[src/rtl/byte_serializer_pkg.sv]
// byte_serializer_pkg: shared widths and FSM state encoding for the byte serializer
package byte_serializer_pkg;
    localparam int BYTE_W = 8;
    localparam int IDX_W  = 3;
    typedef enum logic {
        ST_IDLE  = 1'b0,
        ST_SHIFT = 1'b1
    } state_e;
endpackage

[src/rtl/byte_serializer_mux8to1.sv]
// mux8to1: 8:1 bit mux selecting data_in_i[sel_i]
//   data_in_i  [BYTE_W] byte to pick a bit from
//   sel_i      [IDX_W]  bit index
//   data_out_o [1]      selected bit
module mux8to1
    import byte_serializer_pkg::*;
(
    input  logic [BYTE_W-1:0] data_in_i,
    input  logic [IDX_W-1:0]  sel_i,
    output logic              data_out_o
);
    assign data_out_o = data_in_i[sel_i];
endmodule

[src/rtl/byte_serializer.sv]
// byte_serializer: valid/ready byte-to-bitstream converter, one bit per accepted beat
//   clk, rst     clock, synchronous active-high reset
//   in_data_i    parallel byte          in_valid_i / in_ready_o   byte handshake
//   ser_out_o    serial bit             ser_valid_o / ser_ready_i bit handshake
//   ser_last_o   8th bit of the byte    busy_o                    FSM in SHIFT
module byte_serializer
    import byte_serializer_pkg::*;
#(
    parameter bit   LSB_FIRST  = 1'b1,
    parameter logic IDLE_LEVEL = 1'b0
) (
    input  logic              clk,
    input  logic              rst,
    input  logic [BYTE_W-1:0] in_data_i,
    input  logic              in_valid_i,
    output logic              in_ready_o,
    output logic              ser_out_o,
    output logic              ser_valid_o,
    input  logic              ser_ready_i,
    output logic              ser_last_o,
    output logic              busy_o
);
    localparam logic [IDX_W-1:0] FIRST_IDX = LSB_FIRST ? 3'd0 : 3'd7;
    localparam logic [IDX_W-1:0] LAST_IDX  = LSB_FIRST ? 3'd7 : 3'd0;

    state_e            state_q, state_d;
    logic [BYTE_W-1:0] byte_q, byte_d;
    logic [IDX_W-1:0]  idx_q, idx_d;
    logic              mux_bit, beat, load;

    mux8to1 u_mux (
        .data_in_i  (byte_q),
        .sel_i      (idx_q),
        .data_out_o (mux_bit)
    );

    assign ser_valid_o = state_q == ST_SHIFT;
    assign busy_o      = ser_valid_o;
    assign ser_last_o  = ser_valid_o && idx_q == LAST_IDX;
    assign ser_out_o   = ser_valid_o ? mux_bit : IDLE_LEVEL;
    assign beat        = ser_valid_o && ser_ready_i;
    // A new byte may be taken while the final bit is being consumed, giving zero-gap streaming.
    assign in_ready_o  = !rst && (state_q == ST_IDLE || (ser_last_o && ser_ready_i));
    assign load        = in_valid_i && in_ready_o;

    always_comb begin
        state_d = load ? ST_SHIFT : (beat && ser_last_o) ? ST_IDLE : state_q;
        byte_d  = load ? in_data_i : byte_q;
        idx_d   = load ? FIRST_IDX
                : (beat && !ser_last_o) ? (LSB_FIRST ? idx_q + 1'b1 : idx_q - 1'b1)
                : idx_q;
    end

    always_ff @(posedge clk) begin
        if (rst) begin
            state_q <= ST_IDLE;
            byte_q  <= '0;
            idx_q   <= FIRST_IDX;
        end else begin
            state_q <= state_d;
            byte_q  <= byte_d;
            idx_q   <= idx_d;
        end
    end
endmodule

[config.mk]
export PLATFORM = sky130hd
export DESIGN_NAME = byte_serializer
export DESIGN_NICKNAME = d
export VERILOG_FILES = /design/src/rtl/byte_serializer_pkg.sv /design/src/rtl/byte_serializer_mux8to1.sv /design/src/rtl/byte_serializer.sv
export SDC_FILE = /design/constraint.sdc
export NUM_CORES = 1
export LEC_CHECK = 0
export BUFFER_PORTS_ARGS = -buffer_cell sky130_fd_sc_hd__buf_2
export CORE_AREA = 2 2 39 41
export DETAILED_ROUTE_END_ITERATION = 8
export DIE_AREA = 0 0 41 43
export PLACE_DENSITY = 0.74
export SLEW_MARGIN = 20
export SYNTH_ARGS = -nofsm -noshare
export SYNTH_HDL_FRONTEND = slang
export SYNTH_SLANG_ARGS = --single-unit
[constraint.sdc]
create_clock -name clk -period 2.75 [get_ports clk]
set_input_delay 0.1375 -clock clk [delete_from_list [all_inputs] [get_ports clk]]
set_output_delay 0.1375 -clock clk [all_outputs]
set_load 0.005 [all_outputs]
==> metrics.md, run 1 <==
| Metric | Value |
|---|---|
| CTS root buf | `clkbuf_4` |
| Final HPWL from detailed placement | `819.2 um` |
| Syn_nets | `67` |
| Initial antenna violation count | `0` |
| Most frequent cells in the layout | `16 x buf_2, 12 x dfxtp_1, 7 x mux2_4, 4 x nor2_1, 4 x and2b_2` |
| Worst Path Max Fanout | `11` |
| WL/cell | `11.90 um` |
| Worst R2R Start | `idx_q[0]` |
| Worst rel slew slack | `84.68%` |
| Placer Congestion | `0.6065` |
| Core box area | `1384 um2` |
| Routed wire length | `1035 um` |
| Post-CTS Setup Inserts | `0` |
| Port Buf Inserts | `16` |
| R2R setup slack | `970 ps` |
| Final setup vio count | `0` |
| CTS sink cnt | `12` |
| Cell row count | `14` |
| Initial DRC count | `0` |
| Status | `complete, no violations` |
| Final setup TNS | `0 ps` |
| Via count | `426` |
| Die height | `43 um` |
| Fin crit share | `64.68%` |
| Drt pass-1 iters | `1` |
| Hold WS | `87.50 ps` |
| Mapped cell area | `638.1 um2` |
| Max Freq | `562.2 MHz` |
| Critical path's largest stage delay | `450 ps` |
| Placement Setup Slack | `972.6 ps` |
| # H-tree levels | `1` |
| RSZ-0062 raised after global routing | `no` |
| Boundary pin count | `17` |
| Max Root-Sink Buffers | `2` |
| Top cell by count, worst path | `ha_1` |
| Worst setup SP type | `flip-flop` |
| Final worst slack | `971.2 ps` |
| DR vias/cell | `4.897` |
| Remaining Overflow, GRT | `0` |
| Multi-input logic area | `370.4 um2` |
| Commonest non-fill, non-tap cell in the layout | `buf_2` |
| Worst-skew pair later-pin latency | `270 ps` |
| Clk slew on worst S/H paths | `70 ps` |
| Req. time, crit path | `2910 ps` |
| Total GRT Usage | `14.57%` |
| Syn_area_per_cell | `12.04 um2` |
| Fillers | `123` |
| Final Net Count | `86` |
| Min Tclk post-route | `1779 ps` |
| Worst Hold Class | `in -> reg` |
| Synth unique cells | `22` |
| Clock skew after layout | `0.4711 ps` |
| Critical path launch point | `idx_q[0]` |
| Share of cells above drive strength 1 | `53.52%` |
| CP Cell Sequence | `ha_1 > ha_1 > a21boi_4 > nor3b_2 > buf_4 > mux2_2` |
| Largest net degree at the start of global routing | `15` |
| CP endpoint kind | `flip-flop` |
| Die area | `1763 um2` |
| Critical path's top delay family | `flip-flops` |
| Fin cells | `87` |
| CTS tree | `built` |
| Crit Path Class | `reg -> reg` |
| PostCTS Resize Cnt | `0` |
| Pwr Density | `502.4 nW/um2` |
| Least-Margin Pin Slew | `229.8 ps` |
| Post-CTS Hold Buffers | `0` |
| Worst R2R Path Depth | `6` |
| Peak supply drop | `0.1998 mV` |
| Max-Cap Viols | `0` |
| FF-to-FF End | `byte_q[2]` |
| Initial Utilization | `46.11%` |
| Register area share after synthesis | `37.65%` |
| Die X | `41 um` |
| Crit-path slowest cell | `dfxtp_1` |
| Slew Viols, Final | `0` |
| Synthesized flop and latch total | `12` |
| Post-route ant nets | `0` |
| Register Area | `240.2 um2` |
| Lkg Pwr | `0.0003766 uW` |
| CP bufs+invs | `1` |
| Drc violations | `0` |
| YS warnings | `0` |
| Crit path DAT | `1940 ps` |
| Critical Path Sink | `byte_q[2]` |
| Crit path depth | `6` |
| Post-Place Cells | `83` |
| Vias in the first global route | `398` |
| Hold Fails Final Rpt | `0` |
| Power Total | `381.0 uW` |
| Syn Inst Count | `53` |
| Ant. Diodes | `0` |
| Global-route wire length before repair | `1683 um` |
| Layout area overhead | `18.82%` |
| TritonCTS Buffers | `3` |
==> kinds of logic after synthesis <==
| logic type | after synthesis | share of synthesized area, % |
|---|---|---|
| AO/OA/AOI/OAI | 3 | 5.491 |
| XOR/XNOR | 1 | 1.373 |
| adder cells (fa/ha/maj) | 2 | 3.921 |
| buffers and inverters | 4 | 4.313 |
| flip-flops | 12 | 37.65 |
| multiplexers | 13 | 28.23 |
| AND/OR/NAND/NOR | 18 | 19.02 |
==> synthesized netlist by cell type <==
cell	number	area share (%)
a21boi_4	1	2.9
a311oi_1	1	1.4
and2_2	1	1.2
and2b_1	3	3.5
and2b_2	4	5.5
buf_2	1	0.78
buf_4	1	1.2
buf_6	1	1.8
dfxtp_1	12	38
ha_1	2	3.9
inv_1	1	0.59
mux2_2	2	3.5
mux2_4	7	16
mux2i_1	3	4.7
mux4_2	1	3.5
nand3b_1	1	1.2
nor2_1	4	2.4
nor2b_1	1	0.98
nor3_1	3	2.4
nor3b_2	1	2.0
o31ai_1	1	1.2
xor2_1	1	1.4
==> stage by stage <==
stage	cell area, um2	util [%]
floorplan	638.1	-
global placement	721.9	52.17
detailed placement	721.9	52.17
CTS	758.2	54.79
global route	758.2	54.79
finish	758.2	54.79
==> power breakdown <==
group / internal (uW) / switching (uW) / leakage, uW / total, uW
sequential: 184 / 6.83 / 0.0000986 / 191
clock: 80.4 / 55.9 / 0.0000210 / 136
combinational: 34.0 / 19.6 / 0.000257 / 53.6
total: 299 / 82.3 / 0.000377 / 381
==> layer usage <==
| metal | vias to the layer above | part of all wire, % | global-route usage, % |
|---|---|---|---|
| li1 | 221 | - | - |
| met1 | 197 | 43 | 16.83 |
| met2 | 8 | 54 | 23.44 |
| met3 | 0 | 2.3 | 1.571 |
| met4 | 0 | 0 | 10.00 |
| met5 | - | 0 | 0 |
==> area by class of cell <==
| type | count | share of cell area (%) |
|---|---|---|
| well taps | 16 | 2.640 |
| repair buffers | 17 | 11.55 |
| clock buffers | 4 | 4.785 |
| inverters | 1 | 0.4950 |
| multi-input cells | 37 | 48.84 |
| flip-flops and latches | 12 | 31.68 |
==> worst min-delay path by stage <==
stage                       startpoint        end  slack (ps)  cells after the start
after CTS                   in_valid_i     busy_o          80                      3
after global placement      in_valid_i     busy_o         360                      3
after global routing      in_data_i[2]  byte_q[2]          80                      2
after floorplan             in_valid_i     busy_o         260                      2
after detailed placement    in_valid_i     busy_o         370                      3
final                       in_valid_i     busy_o          90                      3
==> tightest hold or removal path, stage by stage <==
cell	delay (ps)
buf_2	80
nor2_1	40
nor2_1	70
==> sequential cells by signal, indices dropped and copies added, names as in the netlist <==
register and count:
byte_q 8, busy_o 1, idx_q 3
No activity file was read; power rests on OpenSTA's default activity.
==> run 2: changes to the inputs <==
- CORE_AREA: 2 2 39 41 -> not set
- CORE_ASPECT_RATIO: not set -> 0.9
- CORE_MARGIN: not set -> 2
- CORE_UTILIZATION: not set -> 44
- DIE_AREA: 0 0 41 43 -> not set
- PLACE_DENSITY: 0.74 -> 0.71
- clock period: 2.75 -> 1.4 ns (I/O delays scaled with it)
==> metrics.md, run 2 (synthesized netlist as in run 1, its figures left out) <==
| Metric | Value |
|---|---|
| Status | `finished, violations left` |
| Failing checks | `setup timing` |
| Least-Margin Pin Slew | `239.5 ps (+9.728 ps)` |
| Die height | `40.13 um (-6.7%)` |
| Vias in the first global route | `505 (+27%)` |
| Max reg flops | `8 (unchanged)` |
| Worst setup SP type | `flip-flop` |
| Boundary pin count | `17 (unchanged)` |
| Routed wire length | `1308 um (+26%)` |
| Reg with most FFs | `byte_q` |
| Drt pass-1 iters | `2 (+1)` |
| RSZ-0062 raised after global routing | `yes` |
| Min Tclk post-route | `1578 ps` |
| Ant. Diodes | `0 (unchanged)` |
| Clock skew after layout | `1.360 ps (+0.8886 ps)` |
| Max Freq | `633.8 MHz` |
| Initial DRC count | `5 (+5)` |
| Placement Setup Slack | `-165.6 ps (-1138 ps)` |
| DR vias/cell | `5.116 (+4.5%)` |
| Remaining Overflow, GRT | `0 (unchanged)` |
| Sw frac | `24.14% (+2.5 points)` |
| Final setup vio count | `10 (+10)` |
| Post-route ant nets | `0 (unchanged)` |
| WL/cell | `13.77 um (+16%)` |
| Commonest non-fill, non-tap cell in the layout | `buf_2` |
| CTS sink cnt | `12 (unchanged)` |
| Req. time, crit path | `1330 ps (-1580 ps)` |
| Slew Viols, Final | `0 (unchanged)` |
| Max-Cap Viols | `0 (unchanged)` |
| Hold Fails Final Rpt | `0 (unchanged)` |
| P_sw | `176.7 uW (+110%)` |
| Cell area after layout | `912.1 um2 (+20%)` |
| Sequential power share | `50.7% (+0.5 points)` |
| Post-CTS Hold Buffers | `0 (unchanged)` |
| CP bufs+invs | `2 (+1)` |
| Clk pwr share | `28.5% (-7.3 points)` |
| Initial antenna violation count | `0 (unchanged)` |
| Placed inst area | `813.3 um2 (+13%)` |
| Die area | `1771 um2 (+0.47%)` |
| Final worst slack | `-177.8 ps (-1149 ps)` |
| TritonCTS Buffers | `3 (unchanged)` |
| Via count | `486 (+14%)` |
| Final Net Count | `96 (+12%)` |
| Worst Path Max Fanout | `2 (-9)` |
| Worst rel slew slack | `84.01% (-0.67 points)` |
| Crit path DAT | `1510 ps (-430 ps)` |
| Drc violations | `0 (unchanged)` |
| Most frequent cells in the layout | `16 x buf_2, 10 x dfxtp_1, 9 x mux2_4, 6 x buf_4, 5 x buf_6` |
| Port Buf Inserts | `16 (unchanged)` |
| CTS root buf | `clkbuf_4` |
| Total GRT Usage | `19.18% (+4.6 points)` |
| Crit Path Class | `reg -> out` |
| Comb pwr share | `20.8% (+6.7 points)` |
| Pwr Density | `802.6 nW/um2 (+60%)` |
| Initial Utilization | `45.62% (-0.49 points)` |
| Layout area overhead | `42.94%` |
| Critical path's top delay family | `multiplexers` |
| Peak supply drop | `0.5178 mV (+160%)` |
| CP Cell Sequence | `buf_6 > mux4_2 > nor2_2 > a311oi_1 > buf_2` |
| Worst Hold Class | `in -> reg` |
| Fin cells | `95 (+9.2%)` |
| # H-tree levels | `1 (unchanged)` |
| Clk slew on worst S/H paths | `70 ps (about the same)` |
| CTS tree | `built` |
| Power Internal | `555.4 uW (+86%)` |
| Global-route wire length before repair | `2290 um (+36%)` |
| CP endpoint kind | `output pin` |
| Share of cells above drive strength 1 | `70.00% (+16 points)` |
| Die X | `44.14 um (+7.7%)` |
| Placer Congestion | `0.6910 (+14%)` |
| Cell row count | `13 (-1)` |
| Crit-path slowest cell | `mux4_2` |
| Lkg Pwr | `0.0004257 uW (+13%)` |
| Core box area | `1399 um2 (+1.1%)` |
| Post-Place Cells | `90 (+8.4%)` |
| Worst-skew pair later-pin latency | `270 ps (about the same)` |
| Critical path's largest stage delay | `500 ps (+50 ps)` |
| Max Root-Sink Buffers | `2 (unchanged)` |
| Fin crit share | `112.7%` |
| Largest net degree at the start of global routing | `14 (-1)` |
[run 2: cell count changes in the layout (fill, tap and decap cells not counted), sizes merged]
cell    previous run  this run
buf               17        27
clkbuf             4         3
[run 2: power groups by stage]
| stage | combinational [uW] | clock [uW] | sequential (uW) |
|---|---|---|---|
| after global placement | 123 | 0 | 378 |
| after CTS | 150 | 214 | 372 |
| final | 153 | 208 | 371 |
| after global routing | 166 | 232 | 375 |
| after detailed placement | 127 | 0 | 379 |
| after floorplan | 77.4 | 0 | 379 |
[run 2: path summary, 6_finish.rpt]
path | start | end | slack, ps | cells past startpoint
worst max register to register | idx_q[0] | byte_q[6] | -140 | 6
worst min-delay path | in_data_i[3] | byte_q[3] | 20 | 2
worst min register to register | byte_q[4] | byte_q[4] | 610 | 2
worst max-delay path | idx_q[0] | ser_out_o | -180 | 5
[run 2: per-layer routing]
metal	up-vias	share of wire [%]	global-route usage [%]
li1	240	-	-
met1	222	39	19.67
met2	17	52	35.29
met3	7	5.5	6.306
met4	0	3.1	10.61
met5	-	0	0
[run 2: worst reg2reg max path, cell delays in order, from the launching register on]
cell and delay (ps):
dfxtp_4 360, ha_4 130, ha_4 140, a21boi_4 70
nor3b_4 250, buf_6 180, mux2_4 300
[run 2: timing repair]
action,CTS,global route
pin swaps,6,2
endpoints found under the setup margin,12,13
setup buffers,1,0
resized for setup,12,3
gates cloned,1,0
[run 2: cell type report]
| type | instances | area, um2 |
|---|---|---|
| Fill cell | 115 | 486.7 |
| Tap cell | 15 | 18.77 |
| Sequential cell | 12 | 247.7 |
| Clock buffer | 3 | 22.52 |
| Multi-Input combinational cell | 37 | 437.9 |
| Timing Repair Buffer | 27 | 181.4 |
| Inverter | 1 | 3.754 |
[run 2: through the flow]
step | power [uW] | setup TNS (ps) | util, % | hold WS (ps)
2_1_floorplan | 456.5 | -679.7 | - | 190.7
3_3_place_gp | 501.6 | -742.7 | 58.14 | 287.1
3_5_place_dp | 505.7 | -1296 | 58.14 | 299.8
4_1_cts | 735.9 | -1264 | 64.58 | 17.02
5_1_grt | 772.3 | -2038 | 65.21 | 8.770
6_report | 732.1 | -1309 | 65.21 | 20.66
